`src/rtl/nonce_scheduler_if.sv`:
```
// Hit report handshake from the nonce scheduler to the host.
// The scheduler holds hit_nonce/hit_hash stable while hit_valid is high.
interface nonce_scheduler_if;
  logic        hit_valid;
  logic        hit_ready;
  logic [31:0] hit_nonce;
  logic [31:0] hit_hash;

  modport master (output hit_valid, output hit_nonce, output hit_hash, input hit_ready);
  modport slave  (input hit_valid, input hit_nonce, input hit_hash, output hit_ready);
endinterface

```
`src/rtl/nonce_scheduler.sv`:
```
// Sequencing controller for the SHA-256 mining lanes: block/select round
// counters, nonce insertion strobe, per-group nonce base and hit detection.
//
// state    | meaning
// S_IDLE   | waiting for start, counters parked at 0/0
// S_RUN    | stepping select through blocks 0..2
// S_CHECK  | one cycle, block 3: evaluate lane h1 values against target
// S_REPORT | hit_valid high until the host accepts the hit
module nonce_scheduler #(
  parameter int LANES     = 4,
  parameter int ROUND_LEN = 66
) (
  input  logic                clk,
  input  logic                rst,
  input  logic                start,
  input  logic                stop,
  input  logic [31:0]         nonce_base,
  input  logic [31:0]         nonce_limit,
  input  logic [5:0]          zero_bits,
  input  logic [32*LANES-1:0] h1_lanes,
  output logic [1:0]          block,
  output logic [6:0]          select,
  output logic [4:0]          word_sel,
  output logic                nonce_ins,
  output logic [31:0]         lane_nonce,
  output logic                busy,
  output logic                done,
  nonce_scheduler_if.master   hit
);

  typedef enum logic [1:0] {S_IDLE, S_RUN, S_CHECK, S_REPORT} state_t;

  state_t      state, state_next;
  logic [1:0]  block_next;
  logic [6:0]  select_next;
  logic [4:0]  word_sel_next;
  logic        nonce_ins_next;
  logic [31:0] nonce_next;
  logic        done_next;
  logic        hit_load;
  logic        advance;
  logic        load_cfg;
  logic [32:0] nonce_step;

  logic [31:0] limit_q;
  logic [5:0]  zbits_q;
  logic [31:0] zmask;
  logic        hit_any;
  logic [31:0] win_nonce;
  logic [31:0] win_hash;
  logic [31:0] lane_h1;
  logic [32:0] lane_n;

  assign load_cfg   = (state == S_IDLE) && start && !stop;
  assign nonce_step = {1'b0, lane_nonce} + 33'(LANES);

  // Leading-zero target as a mask of the top zero_bits bits; 32+ means h1 must be zero.
  assign zmask = (zbits_q >= 6'd32) ? 32'hFFFF_FFFF : ~(32'hFFFF_FFFF >> zbits_q);

  // Scan high to low so the lowest qualifying lane is the one left standing.
  always_comb begin
    hit_any   = 1'b0;
    win_nonce = lane_nonce;
    win_hash  = '0;
    lane_h1   = '0;
    lane_n    = '0;
    for (int k = LANES - 1; k >= 0; k--) begin
      lane_h1 = h1_lanes[32*k +: 32];
      lane_n  = {1'b0, lane_nonce} + 33'(k);
      if (((lane_h1 & zmask) == 32'd0) && (lane_n <= {1'b0, limit_q})) begin
        hit_any   = 1'b1;
        win_nonce = lane_n[31:0];
        win_hash  = lane_h1;
      end
    end
  end

  always_ff @(posedge clk) begin
    if (rst) state <= S_IDLE;
    else     state <= state_next;
  end

  always_comb begin
    state_next  = state;
    block_next  = block;
    select_next = select;
    nonce_next  = lane_nonce;
    done_next   = 1'b0;
    hit_load    = 1'b0;
    advance     = 1'b0;
    case (state)
      S_IDLE: begin
        block_next  = '0;
        select_next = '0;
        if (start) begin
          state_next = S_RUN;
          nonce_next = nonce_base;
        end
      end
      S_RUN: begin
        if (select == 7'(ROUND_LEN - 1)) begin
          select_next = '0;
          if (block == 2'd2) begin
            state_next = S_CHECK;
            block_next = 2'd3;
          end else begin
            block_next = block + 2'd1;
          end
        end else begin
          select_next = select + 7'd1;
        end
      end
      S_CHECK: begin
        if (hit_any) begin
          state_next = S_REPORT;
          hit_load   = 1'b1;
        end else begin
          advance = 1'b1;
        end
      end
      S_REPORT: begin
        if (hit.hit_ready) advance = 1'b1;
      end
      default: state_next = S_IDLE;
    endcase

    // 33-bit step keeps the last group from wrapping back to nonce 0.
    if (advance) begin
      block_next  = '0;
      select_next = '0;
      if (nonce_step > {1'b0, limit_q}) begin
        state_next = S_IDLE;
        done_next  = 1'b1;
      end else begin
        state_next = S_RUN;
        nonce_next = nonce_step[31:0];
      end
    end

    if (stop) begin
      state_next  = S_IDLE;
      block_next  = '0;
      select_next = '0;
      nonce_next  = lane_nonce;
      done_next   = 1'b0;
      hit_load    = 1'b0;
    end
  end

  always_comb begin
    word_sel_next = '0;
    if (block_next == 2'd0)      word_sel_next = {1'b0, select_next[3:0]};
    else if (block_next == 2'd1) word_sel_next = {1'b1, select_next[3:0]};
    nonce_ins_next = (block_next == 2'd1) && (select_next == 7'd3);
  end

  always_ff @(posedge clk) begin
    if (rst) begin
      block         <= '0;
      select        <= '0;
      word_sel      <= '0;
      nonce_ins     <= 1'b0;
      lane_nonce    <= '0;
      busy          <= 1'b0;
      done          <= 1'b0;
      limit_q       <= '0;
      zbits_q       <= '0;
      hit.hit_valid <= 1'b0;
      hit.hit_nonce <= '0;
      hit.hit_hash  <= '0;
    end else begin
      block         <= block_next;
      select        <= select_next;
      word_sel      <= word_sel_next;
      nonce_ins     <= nonce_ins_next;
      lane_nonce    <= nonce_next;
      busy          <= (state_next != S_IDLE);
      done          <= done_next;
      hit.hit_valid <= (state_next == S_REPORT);
      if (hit_load) begin
        hit.hit_nonce <= win_nonce;
        hit.hit_hash  <= win_hash;
      end
      if (load_cfg) begin
        limit_q <= nonce_limit;
        zbits_q <= zero_bits;
      end
    end
  end

endmodule

```
`src/flat_wrapper.sv`:
```
// flat-port wrapper written by rule: the top's interface ports become plain ports
module nonce_scheduler_flat 
#(
  parameter int LANES     = 4,
  parameter int ROUND_LEN = 66
)
  (clk, rst, start, stop, nonce_base, nonce_limit, zero_bits, h1_lanes, block, select, word_sel, nonce_ins, lane_nonce, busy, done, hit_hit_valid, hit_hit_nonce, hit_hit_hash, hit_hit_ready);
  nonce_scheduler_if hit_i ();
  input  logic clk;
  input  logic rst;
  input  logic start;
  input  logic stop;
  input  logic [31:0] nonce_base;
  input  logic [31:0] nonce_limit;
  input  logic [5:0] zero_bits;
  input  logic [32*LANES-1:0] h1_lanes;
  output logic [1:0] block;
  output logic [6:0] select;
  output logic [4:0] word_sel;
  output logic nonce_ins;
  output logic [31:0] lane_nonce;
  output logic busy;
  output logic done;
  output wire logic [$bits(hit_i.hit_valid)-1:0] hit_hit_valid;
  output wire logic [$bits(hit_i.hit_nonce)-1:0] hit_hit_nonce;
  output wire logic [$bits(hit_i.hit_hash)-1:0] hit_hit_hash;
  input wire logic [$bits(hit_i.hit_ready)-1:0] hit_hit_ready;
  assign hit_hit_valid = hit_i.hit_valid;
  assign hit_hit_nonce = hit_i.hit_nonce;
  assign hit_hit_hash = hit_i.hit_hash;
  assign hit_i.hit_ready = hit_hit_ready;
  nonce_scheduler #(.LANES(LANES), .ROUND_LEN(ROUND_LEN)) u_core (.clk(clk), .rst(rst), .start(start), .stop(stop), .nonce_base(nonce_base), .nonce_limit(nonce_limit), .zero_bits(zero_bits), .h1_lanes(h1_lanes), .block(block), .select(select), .word_sel(word_sel), .nonce_ins(nonce_ins), .lane_nonce(lane_nonce), .busy(busy), .done(done), .hit(hit_i));
endmodule
```
`config.mk`:
```
export PLATFORM = sky130hd
export DESIGN_NAME = nonce_scheduler_flat
export DESIGN_NICKNAME = d
export VERILOG_FILES = /design/src/rtl/nonce_scheduler_if.sv /design/src/rtl/nonce_scheduler.sv /design/src/flat_wrapper.sv
export SDC_FILE = /design/constraint.sdc
export NUM_CORES = 1
export LEC_CHECK = 0
export BUFFER_PORTS_ARGS = -buffer_cell sky130_fd_sc_hd__buf_2
export CAP_MARGIN = 10
export CORE_MARGIN = 2
export CORE_UTILIZATION = 35
export CTS_BUF_LIST = sky130_fd_sc_hd__clkbuf_16
export CTS_CLUSTER_SIZE = 8
export DETAILED_ROUTE_END_ITERATION = 10
export PLACE_DENSITY = 0.66
export SYNTH_ARGS = -nofsm -noshare
export SYNTH_HDL_FRONTEND = slang
export SYNTH_SLANG_ARGS = --single-unit
```
`constraint.sdc`:
```
create_clock -name clk -period 6.55 [get_ports clk]
set_input_delay 0.3275 -clock clk [delete_from_list [all_inputs] [get_ports clk]]
set_output_delay 0.3275 -clock clk [all_outputs]
set_load 0.005 [all_outputs]
```
# Word level (Yosys, flattened, before mapping)
# Index checks and enable logic that the tools add are counted.
dict set report totals {
  register_bits 154
  output_inout_bits 114
}
dict set report classes {
  add_sub_neg 6
  order_cmp 6
  n_eq_ne 8
  shift 1
  n_mux 43
  n_bitwise 6
  n_reduce_logical 17
}
# cell count
set ops {}
lappend ops {{2-to-1 mux 32 bit} 13}
lappend ops {{bitwise AND 32 bit} 4}
lappend ops {{zero test 32 bit} 4}
lappend ops {{less-or-equal comparator 33 x 32 -> 1 bit} 3}
lappend ops {{adder 32 x 2 -> 33 bit, second input constant} 2}
lappend ops {{adder 32 x 1 -> 33 bit, second input constant} 1}
lappend ops {{adder 32 x 3 -> 33 bit, second input constant} 1}
lappend ops {{> comparator 33 x 32 -> 1 bit} 1}
lappend ops {{less-or-equal comparator 32 bit} 1}
lappend ops {{NOT 32 bit} 1}
lappend ops {{right shift 32 x 6 -> 32 bit, first input constant} 1}
lappend ops {{2-to-1 mux 7 bit} 3}
lappend ops {{2-to-1 mux 2 bit} 10}
lappend ops {{one-hot mux 7 bit (2 select lines)} 1}
lappend ops {{2-to-1 mux 1 bit} 11}
lappend ops {{== test 2 bit, second input constant} 4}
lappend ops {{adder 7 x 1 -> 7 bit, second input constant} 1}
lappend ops {{== test 7 x 2 -> 1 bit, second input constant} 1}
lappend ops {{== test 7 bit, second input constant} 1}
lappend ops {{logical AND 1 bit} 7}
lappend ops {{>= comparator 6 bit, second input constant} 1}
lappend ops {{one-hot mux 2 bit (3 select lines)} 1}
lappend ops {{2-to-1 mux 5 bit} 1}
lappend ops {{== test 2 x 1 -> 1 bit, second input constant} 2}
lappend ops {{10 further kinds} 11}

# Logic depth before layout (Yosys ltp)
# Gate-level depths: netlist of the first run.
dict set report logic_depth {
  ltp_word 17
  ltp_mapped 24
  depth_no_buf 20
}

# Least setup slack after synthesis of the first run
# No wires, ideal clock.
dict set report synth_timing {
  path_kind {reg2reg}
  startpoint {register u_core.lane_nonce[2]}
  endpoint {register u_core.lane_nonce[13]}
  setup_time_ns 0.129
  t_arrival_ns 4.814
  required_time_ns 6.421
  slack_ns 1.607
  path_stages_with_launch 23
  synth_period_minus_slack_ns 4.943
  cell_sequence {dfxtp_1 ha_1 buf_2 and2_0 and3_1 clkbuf_1 nand3_1 nor4_1 nand2_1 xnor2_1 ha_1 nand4_1 nor3_1 nand4_1 a2111oi_0 nand3_1 o32ai_4 nor4_2 o21a_1 buf_2 buf_6 a32oi_1 o31ai_1}
}
dict set report synth_via {
  elab_chain_len 10
  word_cells_on_any_way 21
  cone_classes {4 x add/sub; 5 x order compare; 8 x mux; 4 x reduce/logical}
}
# element line
set synth_lines {}
lappend synth_lines {{start: declaration} nonce_scheduler.sv:25} ;# output logic [31:0] lane_nonce,
lappend synth_lines {{start signal: assignment} nonce_scheduler.sv:176} ;# lane_nonce <= nonce_next;
lappend synth_lines {{adder 32 x 2 -> 33 bit} nonce_scheduler.sv:69} ;# lane_n = {1'b0, lane_nonce} + 33'(k);
lappend synth_lines {{less-or-equal comparator 33 x 32 -> 1 bit} nonce_scheduler.sv:70} ;# if (((lane_h1 & zmask) == 32'd0) && (lane_n <= {1'b0, limit_q})) begin
lappend synth_lines {{logical AND 1 bit} nonce_scheduler.sv:70}
lappend synth_lines {{2-to-1 mux 1 bit (4 in series)} nonce_scheduler.sv:70}
lappend synth_lines {{2-to-1 mux 1 bit} nonce_scheduler.sv:114} ;# if (hit_any) begin
lappend synth_lines {{one-hot mux 1 bit (2 select lines)} nonce_scheduler.sv:91} ;# case (state)
lappend synth_lines {{2-to-1 mux 32 bit *} nonce_scheduler.sv:128} ;# if (advance) begin
# Every way passes the cells marked *; elsewhere a longest branch is shown, timed or not.
# A chain may end at the register's enable or synchronous reset.

# Worst setup path in the final report of the first run
dict set report layout_timing {
  startpoint {register u_core.lane_nonce[2]}
  endpoint {register u_core.lane_nonce[7]}
}
# Same word-level chain as after synthesis.

==> results of run 1 <==
-- final cells by class --
| class | instances | share of cell area |
|---|---|---|
| clock buffers | 17 | 0.0233 |
| well taps | 539 | 0.0370 |
| multi-input cells | 1628 | 0.608 |
| flip-flops and latches | 154 | 0.169 |
| clock inverters | 14 | 0.00775 |
| repair buffers | 434 | 0.143 |
| inverters | 57 | 0.0117 |
| diodes | 4 | 0.000549 |
-- per-stage QoR --
stage | worst slack [ns] | cells | hold slack (ns) | power (mW) | util
after floorplan | 1.61 | 1984 | 0.436 | 1.78 | -
final | 0.294 | 2847 | 0.0437 | 3.38 | 0.434
after detailed placement | 0.271 | 2812 | 0.446 | 2.32 | 0.420
after global placement | 0.216 | 2812 | 0.441 | 2.32 | 0.420
after CTS | 0.207 | 2843 | 0.0159 | 3.35 | 0.433
after global routing | 0.0109 | 2845 | 0.0376 | 3.52 | 0.434
-- path summary, 6_finish.rpt --
path	to	from	cells after the start	slack, ns
min	u_core.lane_nonce[13]	nonce_base[13]	3	0.04
max	u_core.lane_nonce[7]	u_core.lane_nonce[2]	21	0.29
min reg2reg	u_core.limit_q[27]	u_core.limit_q[27]	2	0.46
max reg2reg	u_core.lane_nonce[7]	u_core.lane_nonce[2]	21	0.29
-- cell usage after synthesis (all sizes together) (4+ instances only) --
cell type  number
o21a           26
and2           10
xor2           53
a211o           4
or3            38
nor3           50
nor3b           6
ha            164
o31ai           8
clkbuf         94
nor2b           7
o2111ai        12
o31a            6
a221oi         16
or2             8
o32ai           4
buf            51
dfxtp         154
nor2          177
a221o          35
nor4           21
a2111oi         5
or4            10
a211oi         59
a21oi         150
a31oi          13
inv            56
o21bai         17
nand3          52
a311oi         22
nand4          51
a22o           17
and3           29
a21o           23
nand2b         10
o41ai           4
nand2         240
o21ai          99
and4            9
a22oi          12
o22ai           4
xnor2          89
o211ai         30
-- cells by family after synthesis --
family,synth area share
buffers and inverters,0.0558
and+or+nand+nor,0.235
xor gates and xnor gates,0.0832
AOI/OAI and AO/OA,0.278
adders and majority gates,0.139
muxes,0.00276
DFF,0.206
-- metal layers --
layer | share of wire | GRT usage | vias up
met5 | 0.00017 | 0 | -
met4 | 0.043 | 0.153 | 2
met3 | 0.097 | 0.0810 | 206
met2 | 0.43 | 0.489 | 1059
met1 | 0.43 | 0.462 | 8542
li1 | - | - | 7975
-- power by group through the flow --
stage               clock (mW)  sequential [mW]  combinational [mW]
global placement             0             1.02                1.29
global route              1.08             1.01                1.43
finish                    1.02             1.00                1.36
detailed placement           0             1.02                1.30
floorplan                    0             1.00               0.782
CTS                       1.04             1.00                1.31
-- sequential cells by signal, summed over array words and instances (netlist names) --
register              count
u_core.block              2
u_core.busy               1
u_core.done               1
u_core.hit.hit_hash      32
u_core.hit.hit_nonce     32
u_core.hit.hit_valid      1
u_core.lane_nonce        32
u_core.limit_q           32
u_core.nonce_ins          1
u_core.select             7
u_core.state              2
u_core.word_sel           5
u_core.zbits_q            6
-- critical path: cells and delay by family (launching register included) --
kind	cells	cell delay (ns)
buffers and inverters	2	0.45
AOI/OAI and AO/OA	4	1.59
xor gates and xnor gates	1	0.22
and+or+nand+nor	12	2.82
adders and majority gates	2	0.68
DFF	1	0.34
-- what timing repair did --
item	in CTS	in global routing
setup buffers	0	0
resized for setup	0	3
endpoints found under the setup margin	0	101
==> impl_metrics.yaml, run 1 <==
clock_network:
  cts_tree: "yes"
  root_buffer: "clkbuf_16"
  cts_sinks: 154
  clkLatencyLatePin_ns: 0.50
  numCtsBuffers: 17
  clk_path_buf_depth: 2
  h-tree-depth: 4
  clk_pin_slew_ns: 0.08
  cts_hold_buf: 0
timing:
  fin_crit_sh: 0.955
  worstMarginPinSlew_ns: 1.07
  hold_violations: 0
  skew_ns: 0.0138
  slew_viol_final: 0
  rsz0062_at_grt: "false"
  slew-limit-headroom: 0.283
  finalSetupTns_ns: 0
  min_period_ns: 6.26
  setup_viol: 0
  timing.fmax_mhz: 160
logic_synthesis:
  synth.distinct_cells: 93
  yosys-top-cells-area: "dfxtp_1 21%, ha_1 14%, nand2_1 6.0%"
  synth_seq_cells: 154
  async_flop_share: 0
  synth_area_um2: 14900
  yosysSeqAreaShare: 0.206
  yosys_warnings: 0
  synth_top_area_share: 0.206
  synthFlopType: "dfxtp_1"
  syn_area_per_cell_um2: 7.53
  synthCells: 1984
  yosysTopAreaCell: "dfxtp_1"
  synth_edf_count: 0
  syn_nets: 2351
drt:
  remaining_drc_errors: 0
  viasPerCell: 6.25
  route.detailed.wl_per_inst_um: 26.8
  routed_wl_um: 76400
  firstDrtPassIters: 6
  drt_first_iter_violations: 2133
  ant_nets: 0
  vias: 17800
worst_setup_path:
  critPathLaunchType: "flip-flop"
  cp_max_fo: 12
  worst_path_most_repeated_cell: "nand3_1"
  cp_slowest_cell: "a2111oi_0"
  critPathCaptureType: "flip-flop"
  worstSetupPathType: "reg -> reg"
  cp.required_ns: 6.93
  worst_path_largest_cell_delay_ns: 0.58
  worstPathArrival_ns: 6.63
  crit_chain: "buf_4, ha_1, and3_1, nand2_1, nor2_2, nand2_1, nor2_1, nand3_1, xnor2_1, ha_1, nand3_1, nor3_2, nand4_1, a2111oi_0, nand3_1, o32ai_4, nor4_2, o21ai_2, nor2_1, buf_4, a311oi_1"
die:
  die_w_um: 211
  die_y_um: 211
  io_pins: 317
  core_um2: 42000
  design.die.area_um2: 44400
  num_rows: 75
  initial_core_util: 0.355
final_layout:
  multi_input_area_um2: 11100
  fill_cells: 4383
  mostFrequentLayoutCell: "buf_2"
  synthToLayoutAreaGrowth_pct: 22.0
  drive_gt1_frac: 0.224
  fin_area_um2: 18200
  final_nets: 2659
  layout_common_cells: "315 x buf_2, 240 x nand2_1, 173 x nor2_1, 164 x ha_1, 154 x dfxtp_1"
  seqCellArea_um2: 3080
power:
  pwr_density_cell_nw_per_um2: 185
  leakage_nw: 7.77
  ir_worst_vdd_mv: 0.220
  p_clk_frac: 0.302
  p_comb_frac: 0.401
  p_int_mw: 2.01
  p_sw_mw: 1.38
  power_frac_seq: 0.297
  switching_share: 0.407
min_path:
  hp-class: "in -> reg"
global_route:
  overflow: 0
  grt_pass1_vias: 16500
  grt_pass1_wl_um: 109000
  grt_usage: 0.334
  grt_max_degree: 82
  antenna_found_initial: 5
placement:
  placed_area_um2: 17600
  dp_hpwl_um: 60100
  io_buffer_count: 316
  gp_congestion: 1.01
outcome:
  status: "completed"
flow_run:
  cap_viol_max_count: 0
Note: power is estimated with default switching activity, not from simulation.
==> run 2: changes to the inputs <==
--- a/config.mk
+++ b/config.mk
@@ -7,12 +7,14 @@
 export LEC_CHECK = 0
 export BUFFER_PORTS_ARGS = -buffer_cell sky130_fd_sc_hd__buf_2
 export CAP_MARGIN = 10
+export CELL_PAD_IN_SITES_DETAIL_PLACEMENT = 1
+export CELL_PAD_IN_SITES_GLOBAL_PLACEMENT = 1
 export CORE_MARGIN = 2
 export CORE_UTILIZATION = 35
 export CTS_BUF_LIST = sky130_fd_sc_hd__clkbuf_16
 export CTS_CLUSTER_SIZE = 8
 export DETAILED_ROUTE_END_ITERATION = 10
-export PLACE_DENSITY = 0.66
+export PLACE_DENSITY = 0.83
 export SYNTH_ARGS = -nofsm -noshare
 export SYNTH_HDL_FRONTEND = slang
 export SYNTH_SLANG_ARGS = --single-unit
==> run 2 against run 1 <==
- total power increased by 3.8%
- cell count about the same
- die area unchanged
- sequential share of layout area about the same
- sequential power about the same
- routed wire length increased by 7.4%
- non-clock buffer count decreased by 1
- utilization about the same
- critical path depth decreased by 3
- sequential cell count unchanged
==> impl_metrics.yaml, run 2 (synthesis gave the netlist of run 1 again) <==
power:
  ir_worst_vdd_mv: 0.143
  leakage_nw: 7.76
  pwr_density_cell_nw_per_um2: 192
timing:
  slew-limit-headroom: 0.195
  skew_ns: 0.0160
  fin_crit_sh: 0.943
  worstMarginPinSlew_ns: 1.20
  timing.fmax_mhz: 162
  finalSetupTns_ns: 0
  hold_violations: 0
  rsz0062_at_grt: "false"
  slew_viol_final: 0
  min_period_ns: 6.17
  setup_viol: 0
global_route:
  grt_pass1_vias: 18400
  grt_pass1_wl_um: 120000
  antenna_found_initial: 5
  grt_usage: 0.362
  grt_max_degree: 71
  overflow: 0
drt:
  vias: 18200
  route.detailed.wl_per_inst_um: 28.8
  drt_first_iter_violations: 2127
  remaining_drc_errors: 0
  ant_nets: 0
  viasPerCell: 6.40
  firstDrtPassIters: 6
  routed_wl_um: 82000
clock_network:
  cts_hold_buf: 0
  clkLatencyLatePin_ns: 0.47
  numCtsBuffers: 17
  clk_pin_slew_ns: 0.08
  cts_sinks: 154
  clk_path_buf_depth: 2
  root_buffer: "clkbuf_16"
  h-tree-depth: 4
  cts_tree: "yes"
die:
  initial_core_util: 0.355
  core_um2: 42000
  die_w_um: 211
  io_pins: 317
  die_y_um: 211
  num_rows: 75
  design.die.area_um2: 44400
final_layout:
  seqCellArea_um2: 3080
  fin_area_um2: 18200
  synthToLayoutAreaGrowth_pct: 22.0
  mostFrequentLayoutCell: "buf_2"
  fill_cells: 5287
  drive_gt1_frac: 0.222
  layout_common_cells: "315 x buf_2, 240 x nand2_1, 174 x nor2_1, 164 x ha_1, 154 x dfxtp_1"
  multi_input_area_um2: 11100
  final_nets: 2658
worst_setup_path:
  critPathCaptureType: "flip-flop"
  worstSetupPathType: "reg -> reg"
  cp.required_ns: 6.92
  critPathLaunchType: "flip-flop"
  worstPathArrival_ns: 6.54
  cp_max_fo: 10
flow_run:
  cap_viol_max_count: 0
placement:
  gp_congestion: 1.03
  io_buffer_count: 316
  dp_hpwl_um: 64400
  placed_area_um2: 17600
min_path:
  hp-class: "in -> reg"
outcome:
  status: "completed"
==> run 2: through the flow <==
step                power, mW  setup WS [ns]  utilization  instances  hold WS (ns)
floorplan                1.78           1.61            -       1984         0.436
global placement         2.33          0.737        0.419       2811         0.443
detailed placement       2.38          0.566        0.419       2811         0.449
CTS                      3.45          0.516        0.433       2843        0.0723
global route             3.63         0.0727        0.434       2845        0.0906
finish                   3.51          0.375        0.434       2845        0.0807
==> run 2: final cells by class <==
class | count | area share
Sequential cell | 154 | 0.169
Timing Repair Buffer | 433 | 0.141
Multi-Input combinational cell | 1628 | 0.608
Clock buffer | 17 | 0.0233
Clock inverter | 15 | 0.00967
Antenna cell | 2 | 0.000274
Inverter | 57 | 0.0117
Tap cell | 539 | 0.0370
==> run 2: where the power goes <==
part | internal [mW] | total, mW | switching [mW]
sequential | 0.960 | 1.01 | 0.0461
clock | 0.599 | 1.07 | 0.473
combinational | 0.523 | 1.43 | 0.905
==> run 2: timing repair <==
action	4_1_cts	5_1_grt
endpoints found under the setup margin	0	59
gates resized for setup	0	2
buffers inserted	0	0
==> run 2: layer usage <==
metal  vias up  GRT usage  part of all wire
li1       7969          -                 -
met3       268     0.0968              0.10
met5         -          0           0.00033
met1      8927      0.473              0.41
met4         4      0.187             0.055
met2      1032      0.545              0.43
==> run 2: worst max-delay path: stages, from the launching register on <==
cell,delay (ns)
dfxtp_1,0.49
ha_1,0.45
and2_0,0.18
buf_4,0.13
nand4_1,0.35
nor2_1,0.51
xor2_1,0.14
ha_1,0.36
nand4_1,0.40
nor3_1,0.36
a22oi_1,0.25
a211oi_1,0.41
o211ai_1,0.28
a2111oi_4,0.66
buf_4,0.28
buf_12,0.14
a221o_1,0.25
o211ai_1,0.15
a211oi_1,0.27
==> run 2: path summary, 6_finish.rpt <==
check / startpoint / end / slack, ns / cells after the start
setup reg to reg: u_core.lane_nonce[2] / u_core.hit.hit_hash[23] / 0.38 / 18
hold / removal: nonce_limit[27] / u_core.limit_q[27] / 0.08 / 3
setup / recovery: u_core.lane_nonce[2] / u_core.hit.hit_hash[23] / 0.38 / 18
hold reg to reg: u_core.limit_q[27] / u_core.limit_q[27] / 0.46 / 2
